--- src/rtl/chebyshev_eval_ctrl_if.sv ---
// Handshake and coefficient-ROM bus for chebyshev_eval_ctrl.
// Optional sat_flag signal exists only when CHEBYSHEV_SAT_FLAG_EN is defined.
interface chebyshev_eval_ctrl_if #(
    parameter int WL     = 16,
    parameter int CL     = 16,
    parameter int O_BITS = 16,
    parameter int S      = 4,
    parameter int DEGREE = 2
);
    localparam int ADDR_W = $clog2(S * (DEGREE + 1));

    logic                     in_valid;
    logic                     in_ready;
    logic signed [WL-1:0]     data_in;
    logic [ADDR_W-1:0]        coeff_addr;
    logic signed [CL-1:0]     coeff_data;
    logic                     out_valid;
    logic                     out_ready;
    logic signed [O_BITS-1:0] data_out;
`ifdef CHEBYSHEV_SAT_FLAG_EN
    logic                     sat_flag;

    modport master (output in_valid, data_in, coeff_data, out_ready,
                    input  in_ready, coeff_addr, out_valid, data_out, sat_flag);
    modport slave  (input  in_valid, data_in, coeff_data, out_ready,
                    output in_ready, coeff_addr, out_valid, data_out, sat_flag);
`else
    modport master (output in_valid, data_in, coeff_data, out_ready,
                    input  in_ready, coeff_addr, out_valid, data_out);
    modport slave  (input  in_valid, data_in, coeff_data, out_ready,
                    output in_ready, coeff_addr, out_valid, data_out);
`endif
endinterface

--- src/rtl/chebyshev_eval_ctrl.sv ---
// Segmented Chebyshev polynomial evaluator using the Clenshaw recurrence, one coefficient per cycle.
// Define CHEBYSHEV_SAT_FLAG_EN to add the sat_flag output (input or output clamping occurred).
module chebyshev_eval_ctrl #(
    parameter int WL      = 16,
    parameter int I_BITS  = 4,
    parameter int CL      = 16,
    parameter int C_FRAC  = 12,
    parameter int S       = 4,
    parameter int DEGREE  = 2,
    parameter int O_BITS  = 16,
    parameter int O_SHIFT = 0
) (
    input logic                  clock,
    input logic                  reset,
    chebyshev_eval_ctrl_if.slave bus
);
    localparam int F        = WL - I_BITS;
    localparam int SEG_BITS = $clog2(S);
    localparam int UW       = F + 1;
    localparam int TW       = UW - SEG_BITS;
    localparam int T_FRAC   = F - SEG_BITS;
    localparam int ACC_W    = CL + $clog2(DEGREE + 1) + 2;
    localparam int PW       = TW + ACC_W;
    localparam int RW       = ACC_W + 1;
    localparam int ADDR_W   = $clog2(S * (DEGREE + 1));
    localparam int KW       = $clog2(DEGREE + 1) + 1;

    localparam logic signed [WL-1:0] U_MAX = WL'(2 ** F - 1);
    localparam logic signed [WL-1:0] U_MIN = WL'(-(2 ** F));
    localparam logic signed [RW-1:0] OMAX  = RW'(2 ** (O_BITS - 1) - 1);
    localparam logic signed [RW-1:0] OMIN  = RW'(-(2 ** (O_BITS - 1)));
    localparam logic signed [RW-1:0] HALF  = (RW'(1) << O_SHIFT) >> 1;
    localparam logic [ADDR_W-1:0]    D1    = ADDR_W'(DEGREE + 1);
    localparam logic [ADDR_W-1:0]    DA    = ADDR_W'(DEGREE);

    localparam logic [1:0] IDLE  = 2'd0;
    localparam logic [1:0] ITER  = 2'd1;
    localparam logic [1:0] FINAL = 2'd2;
    localparam logic [1:0] OUT   = 2'd3;

    generate
        if (S < 2 || (1 << SEG_BITS) != S || DEGREE < 1 || C_FRAC > CL ||
            O_BITS > RW || F <= SEG_BITS) begin : g_bad_cfg
            $error("chebyshev_eval_ctrl: unsupported parameter set");
        end
    endgenerate

    function automatic logic signed [UW-1:0] sat_in_fn(input logic signed [WL-1:0] x);
        if (x > U_MAX)      return U_MAX[UW-1:0];
        else if (x < U_MIN) return U_MIN[UW-1:0];
        else                return x[UW-1:0];
    endfunction

    // Product with t is realigned to the accumulator LSB by a flooring shift.
    function automatic logic signed [ACC_W-1:0] mul_shift(input logic signed [TW-1:0] a,
                                                          input logic signed [ACC_W-1:0] b);
        return ACC_W'((PW'(a) * PW'(b)) >>> T_FRAC);
    endfunction

    function automatic logic signed [RW-1:0] out_round(input logic signed [ACC_W-1:0] y);
        return RW'((RW'(y) + HALF) >>> O_SHIFT);
    endfunction

    function automatic logic signed [O_BITS-1:0] out_sat(input logic signed [RW-1:0] r);
        if (r > OMAX)      return OMAX[O_BITS-1:0];
        else if (r < OMIN) return OMIN[O_BITS-1:0];
        else               return r[O_BITS-1:0];
    endfunction

    logic [1:0]               state;
    logic [KW-1:0]            k;
    logic signed [TW-1:0]     t;
    logic signed [ACC_W-1:0]  b1, b2;

    logic signed [UW-1:0]     u_sat;
    logic [UW-1:0]            ob;
    logic [SEG_BITS-1:0]      seg;
    logic signed [TW-1:0]     t_in;
    logic [ADDR_W-1:0]        base_addr;
    logic signed [ACC_W-1:0]  c_ext, prod, b_next, y_fin;
    logic signed [RW-1:0]     y_rnd;
    logic signed [O_BITS-1:0] y_out;

    // Offset-binary split: top bits pick the segment, the rest is the local abscissa in [-1, 1).
    assign u_sat     = sat_in_fn(bus.data_in);
    assign ob        = {~u_sat[UW-1], u_sat[UW-2:0]};
    assign seg       = ob[UW-1 -: SEG_BITS];
    assign t_in      = {~ob[TW-1], ob[TW-2:0]};
    assign base_addr = ADDR_W'(seg) * D1 + DA;

    assign c_ext  = {{(ACC_W - CL){bus.coeff_data[CL-1]}}, bus.coeff_data};
    assign prod   = mul_shift(t, b1);
    assign b_next = c_ext + (prod <<< 1) - b2;
    assign y_fin  = c_ext + prod - b2;
    assign y_rnd  = out_round(y_fin);
    assign y_out  = out_sat(y_rnd);

    assign bus.in_ready = (state == IDLE);

    always_ff @(posedge clock) begin
        if (reset) begin
            state          <= IDLE;
            k              <= '0;
            b1             <= '0;
            b2             <= '0;
            bus.coeff_addr <= '0;
            bus.out_valid  <= 1'b0;
            bus.data_out   <= '0;
        end else begin
            case (state)
                IDLE: if (bus.in_valid) begin
                    state          <= ITER;
                    k              <= KW'(DEGREE);
                    b1             <= '0;
                    b2             <= '0;
                    bus.coeff_addr <= base_addr;
                end
                ITER: begin
                    b2             <= b1;
                    b1             <= b_next;
                    bus.coeff_addr <= bus.coeff_addr - 1'b1;
                    if (k == KW'(1)) state <= FINAL;
                    else             k     <= k - 1'b1;
                end
                FINAL: begin
                    bus.data_out  <= y_out;
                    bus.out_valid <= 1'b1;
                    state         <= OUT;
                end
                OUT: if (bus.out_ready) begin
                    bus.out_valid <= 1'b0;
                    state         <= IDLE;
                end
            endcase
        end
    end

    always_ff @(posedge clock) begin
        if (state == IDLE && bus.in_valid) t <= t_in;
    end

`ifdef CHEBYSHEV_SAT_FLAG_EN
    logic sat_in;

    always_ff @(posedge clock) begin
        if (state == IDLE && bus.in_valid)
            sat_in <= (bus.data_in > U_MAX) || (bus.data_in < U_MIN);
    end

    always_ff @(posedge clock) begin
        if (reset)               bus.sat_flag <= 1'b0;
        else if (state == FINAL) bus.sat_flag <= sat_in | (y_rnd > OMAX) | (y_rnd < OMIN);
    end
`endif
endmodule
--- src/flat_wrapper.sv ---
// flat-port wrapper written by rule: the top's interface ports become plain ports
module chebyshev_eval_ctrl_flat 
#(
    parameter int WL      = 16,
    parameter int I_BITS  = 4,
    parameter int CL      = 16,
    parameter int C_FRAC  = 12,
    parameter int S       = 4,
    parameter int DEGREE  = 2,
    parameter int O_BITS  = 16,
    parameter int O_SHIFT = 0
)
  (clock, reset, bus_in_valid, bus_data_in, bus_coeff_data, bus_out_ready, bus_in_ready, bus_coeff_addr, bus_out_valid, bus_data_out);
  chebyshev_eval_ctrl_if #(.WL(WL), .CL(CL), .O_BITS(O_BITS), .S(S), .DEGREE(DEGREE)) bus_i ();
  input logic clock;
  input logic reset;
  input wire logic [$bits(bus_i.in_valid)-1:0] bus_in_valid;
  input wire logic [$bits(bus_i.data_in)-1:0] bus_data_in;
  input wire logic [$bits(bus_i.coeff_data)-1:0] bus_coeff_data;
  input wire logic [$bits(bus_i.out_ready)-1:0] bus_out_ready;
  output wire logic [$bits(bus_i.in_ready)-1:0] bus_in_ready;
  output wire logic [$bits(bus_i.coeff_addr)-1:0] bus_coeff_addr;
  output wire logic [$bits(bus_i.out_valid)-1:0] bus_out_valid;
  output wire logic [$bits(bus_i.data_out)-1:0] bus_data_out;
  assign bus_i.in_valid = bus_in_valid;
  assign bus_i.data_in = bus_data_in;
  assign bus_i.coeff_data = bus_coeff_data;
  assign bus_i.out_ready = bus_out_ready;
  assign bus_in_ready = bus_i.in_ready;
  assign bus_coeff_addr = bus_i.coeff_addr;
  assign bus_out_valid = bus_i.out_valid;
  assign bus_data_out = bus_i.data_out;
  chebyshev_eval_ctrl #(.WL(WL), .I_BITS(I_BITS), .CL(CL), .C_FRAC(C_FRAC), .S(S), .DEGREE(DEGREE), .O_BITS(O_BITS), .O_SHIFT(O_SHIFT)) u_core (.clock(clock), .reset(reset), .bus(bus_i));
endmodule
--- config.mk ---
export PLATFORM = sky130hd
export DESIGN_NAME = chebyshev_eval_ctrl_flat
export DESIGN_NICKNAME = d
export VERILOG_FILES = /design/src/rtl/chebyshev_eval_ctrl_if.sv /design/src/rtl/chebyshev_eval_ctrl.sv /design/src/flat_wrapper.sv
export SDC_FILE = /design/constraint.sdc
export NUM_CORES = 1
export LEC_CHECK = 0
export CORE_MARGIN = 2
export CORE_UTILIZATION = 29
export CTS_BUF_LIST = sky130_fd_sc_hd__clkbuf_8
export CTS_CLUSTER_DIAMETER = 200
export DETAILED_ROUTE_END_ITERATION = 12
export GPL_TIMING_DRIVEN = 0
export PLACE_DENSITY = 0.5
export SLEW_MARGIN = 30
export SYNTH_ARGS = -nofsm -noshare
export SYNTH_HDL_FRONTEND = slang
export SYNTH_SLANG_ARGS = --single-unit
--- constraint.sdc ---
create_clock -name clock -period 9.2 [get_ports clock]
set_clock_uncertainty 0.15 [all_clocks]
set_input_delay 1.84 -clock clock [delete_from_list [all_inputs] [get_ports clock]]
set_output_delay 1.84 -clock clock [all_outputs]
set_load 0.01 [all_outputs]
==> implementation parameters <==
Parameter                              Value

Synthesis
  Dominant combinational cell family by area after synthesis ... adder cells
  Simple-gate portion of the synthesized area ... 0.1448
  Leading register cell type out of synthesis ... sky130_fd_sc_hd__dfxtp_1
  Synthesized-area fraction occupied by xor and xnor cells ... 0.04408
  Number of register bits inferred by synthesis ... 77
  Share of async-settable or async-resettable flops after synthesis ... 0
  Syn_nets ... 1816
  Adder-cell area share of the yosys netlist ... 0.4571
  Share of cell area taken by muxes after synthesis ... 0.001632
  Average footprint of a synthesized cell ... 9.036 um^2
  Post-synth cell types ... 68
  Cells after synthesis ... 1442
  Number of synthesized flops with an enable pin ... 11
  Post-synthesis compound-gate area fraction ... 0.1219
  Post-synthesis cell area ... 0.01303 mm^2
  Register area share after synthesis ... 0.1268
  Number of warning messages in the yosys log ... 0

Placement
  Placer Congestion ... 0.8128
  Half-perimeter wire length after placement ... 29380 um
  Count of buffers from port buffering ... 56
  Post-Place Worst Slack ... -1272 ps

Route
  Final routed DRC violation total ... 0
  Number of vias per cell ... 4.590
  Routed vias ... 9716
  Starting DRT DRC Count ... 371
  Remaining number of nets flagged by the antenna check after routing ... 0
  Wirelength per Cell ... 16.73 um
  Number of search-and-repair iterations in the first detailed-routing pass ... 5
  Final wirelength ... 35410 um

Cells and area
  Area growth, synth to finish ... 14.26%
  Nets ... 1894
  Fraction of layout instances using a drive strength above 1 ... 0.07607
  Antenna fix cells ... 0
  Highest-count cells in the layout ignoring fill and taps ... 291 x sky130_fd_sc_hd__inv_1, 230 x sky130_fd_sc_hd__fa_1, 126 x sky130_fd_sc_hd__nand2_1
  Number of filler instances in the final layout ... 4720
  Commonest non-fill, non-tap cell in the layout ... sky130_fd_sc_hd__inv_1
  Flip-flop and latch area ... 0.001663 mm^2
  Multi-input gate area ... 0.01010 mm^2

Timing
  Post-route fraction of the period consumed by the critical path ... 0.9579
  Setup TNS ... 0 ps
  Setup violators final ... 0
  Max-slew violation total from the final report ... 0
  Worst Max-Slew Pin Slew ... 816.9 ps
  Worst hold slack ... 341.1 ps
  Number of endpoints with negative hold slack in the final report ... 0
  Final Critical Period ... 8812 ps
  Peak clock frequency supported by timing ... 113.5 MHz
  Post-route setup slack ... 387.5 ps
  Max transition margin ... 0.4554

Critical path
  Category of the most critical setup path ... flop to flop
  Buffers plus inverters on the worst setup path ... 7
  Cell family with the largest share of critical-path delay ... adder cells
  Worst r2r path cells ... 34
  End of the worst register-to-register path ... u_core.bus.data_out[3]
  Peak per-stage delay on the critical path ... 570 ps
  Dominant cell type by count on the critical path ... sky130_fd_sc_hd__fa_1
  R2r startpoint ... u_core.t[10]
  Critical-path maximum fanout ... 10
  Minimum setup slack among reg-to-reg paths ... 390 ps
  Kind of capture point of the worst setup path ... flop
  Startpoint type of the worst setup path ... flop
  Required time reported for the critical path endpoint ... 9370 ps
  Crit-path slowest cell ... sky130_fd_sc_hd__fa_1
  Data arrival time at the worst-slack endpoint ... 8990 ps

CTS
  Clock Pin Slew Worst Setup and Hold Paths ... 100 ps
  Clock sink count ... 77
  Maximum buffer depth of the clock tree ... 2
  Total CTS buffers ... 9
  Total number of H-tree levels ... 3
  TritonCTS clock tree ... built
  Clock latency on the worst-skew pair ... 410 ps
  Root Buffer ... sky130_fd_sc_hd__clkbuf_8

Outcome
  Outcome ... complete, no violations

GRT
  Pin count of the biggest net entering global routing ... 16
  Number of global-route vias before repair ... 10531
  Wire length of the first global-routing pass ... 58400 um
  Initial antenna violation count ... 1
  Global-route total usage across every layer ... 0.1605
  Gr ovfl total ... 0

Die
  Die boundary width ... 216.0 um
  Core area ... 0.04432 mm^2
  Rows ... 77
  Vertical extent of the die ... 216.0 um
  Initial Util ... 0.2940
  I/O pin total ... 58
  Area of the die ... 0.04664 mm^2

Min path
  Hold path start ... u_core.bus.data_out[15]
  Worst Hold Depth ... 2
  Hold crit path type ... flop to flop
  WHS Endpoint ... u_core.bus.data_out[15]

Run
  Max cap viols ... 0
## per-layer routing
metal / part of all wire / track usage
met4: 0.023 / 0.04269
met1: 0.48 / 0.2226
met2: 0.47 / 0.2674
met3: 0.026 / 0.01579
met5: 0 / 0
## flip-flops by register name, indices dropped and copies added (netlist names)
name and flops:
u_core.b1 20, u_core.b2 20, u_core.bus.coeff_addr 4, u_core.bus.data_out 16, u_core.bus.out_valid 1, u_core.k 3
u_core.state 2, u_core.t 11
## Yosys cell counts, drive strengths merged, types with 11 or more instances
library cell,instances,share of area
a21o,21,0.012
o21ai,37,0.014
nor2,102,0.029
dfxtp,66,0.10
fa,230,0.35
inv,292,0.084
nand2,126,0.036
nor3,17,0.0069
edfxtp,11,0.025
xnor2,46,0.032
ha,108,0.10
a21oi,44,0.017
o21a,17,0.0098
xor2,14,0.010
a22oi,36,0.021
nand2b,12,0.0058
a211oi,22,0.017
clkbuf,59,0.017
and2,94,0.045
## per-stage QoR
stage / instance area (um^2) / utilization / std cells
6_report: 14890 / 0.3359 / 2117
3_5_place_dp: 14340 / 0.3235 / 2090
4_1_cts: 14690 / 0.3314 / 2109
2_1_floorplan: 13030 / - / 1442
3_3_place_gp: 14330 / 0.3234 / 2090
5_1_grt: 14890 / 0.3359 / 2117
## cells by family (layout without fill, tap and decap cells)
family,Yosys count,count (layout)
AOI/OAI and AO/OA,218,218
xor gates and xnor gates,61,61
adders and majority gates,338,338
buffers and inverters,356,439
DFF,77,77
muxes,2,2
and+or+nand+nor,390,390
## cell type report
cell class | count | share of cell area
multi-input combinational | 1009 | 0.6783
inverter | 292 | 0.07396
sequential | 77 | 0.1117
buffer | 64 | 0.02580
clock buffer | 9 | 0.008320
timing repair buffer | 67 | 0.04345
clock inverter | 7 | 0.008740
tap | 592 | 0.04975
## how the worst max path moves through the flow
| stage | startpoint | endpoint | slack (ps) | cells after the start |
|---|---|---|---|---|
| 2_1_floorplan | u_core.t[10] | u_core.bus.data_out[6] | 820 | 33 |
| 4_1_cts | u_core.t[10] | u_core.bus.data_out[6] | 0.009 | 32 |
| 5_1_grt | u_core.b1[5] | u_core.bus.data_out[4] | -20 | 34 |
| 3_5_place_dp | u_core.t[10] | u_core.bus.data_out[6] | -1270 | 33 |
| 3_3_place_gp | u_core.t[10] | u_core.bus.data_out[6] | -1250 | 33 |
| 6_report | u_core.t[10] | u_core.bus.data_out[3] | 390 | 34 |
## timing repair
| item | in CTS | in global routing |
|---|---|---|
| gates resized for setup | 37 | 102 |
| pin swaps | 2 | 10 |
| setup buffers | 3 | 8 |
| endpoints found under the setup margin | 16 | 16 |
| hold buffers | 0 | 0 |
## worst reg2reg max path: cells and delay by family, from the launching register on
kind	cells	cell delay, ps
AO/OA/AOI/OAI	8	1560
XOR/XNOR	1	120
adder cells (fa/ha/maj)	8	3730
buffers and inverters	7	810
flip-flops	1	340
AND/OR/NAND/NOR	10	2000
Power is left out: the tool's default activity adds up to more than one toggle a clock period on the data nets, which glitch-free logic cannot reach.
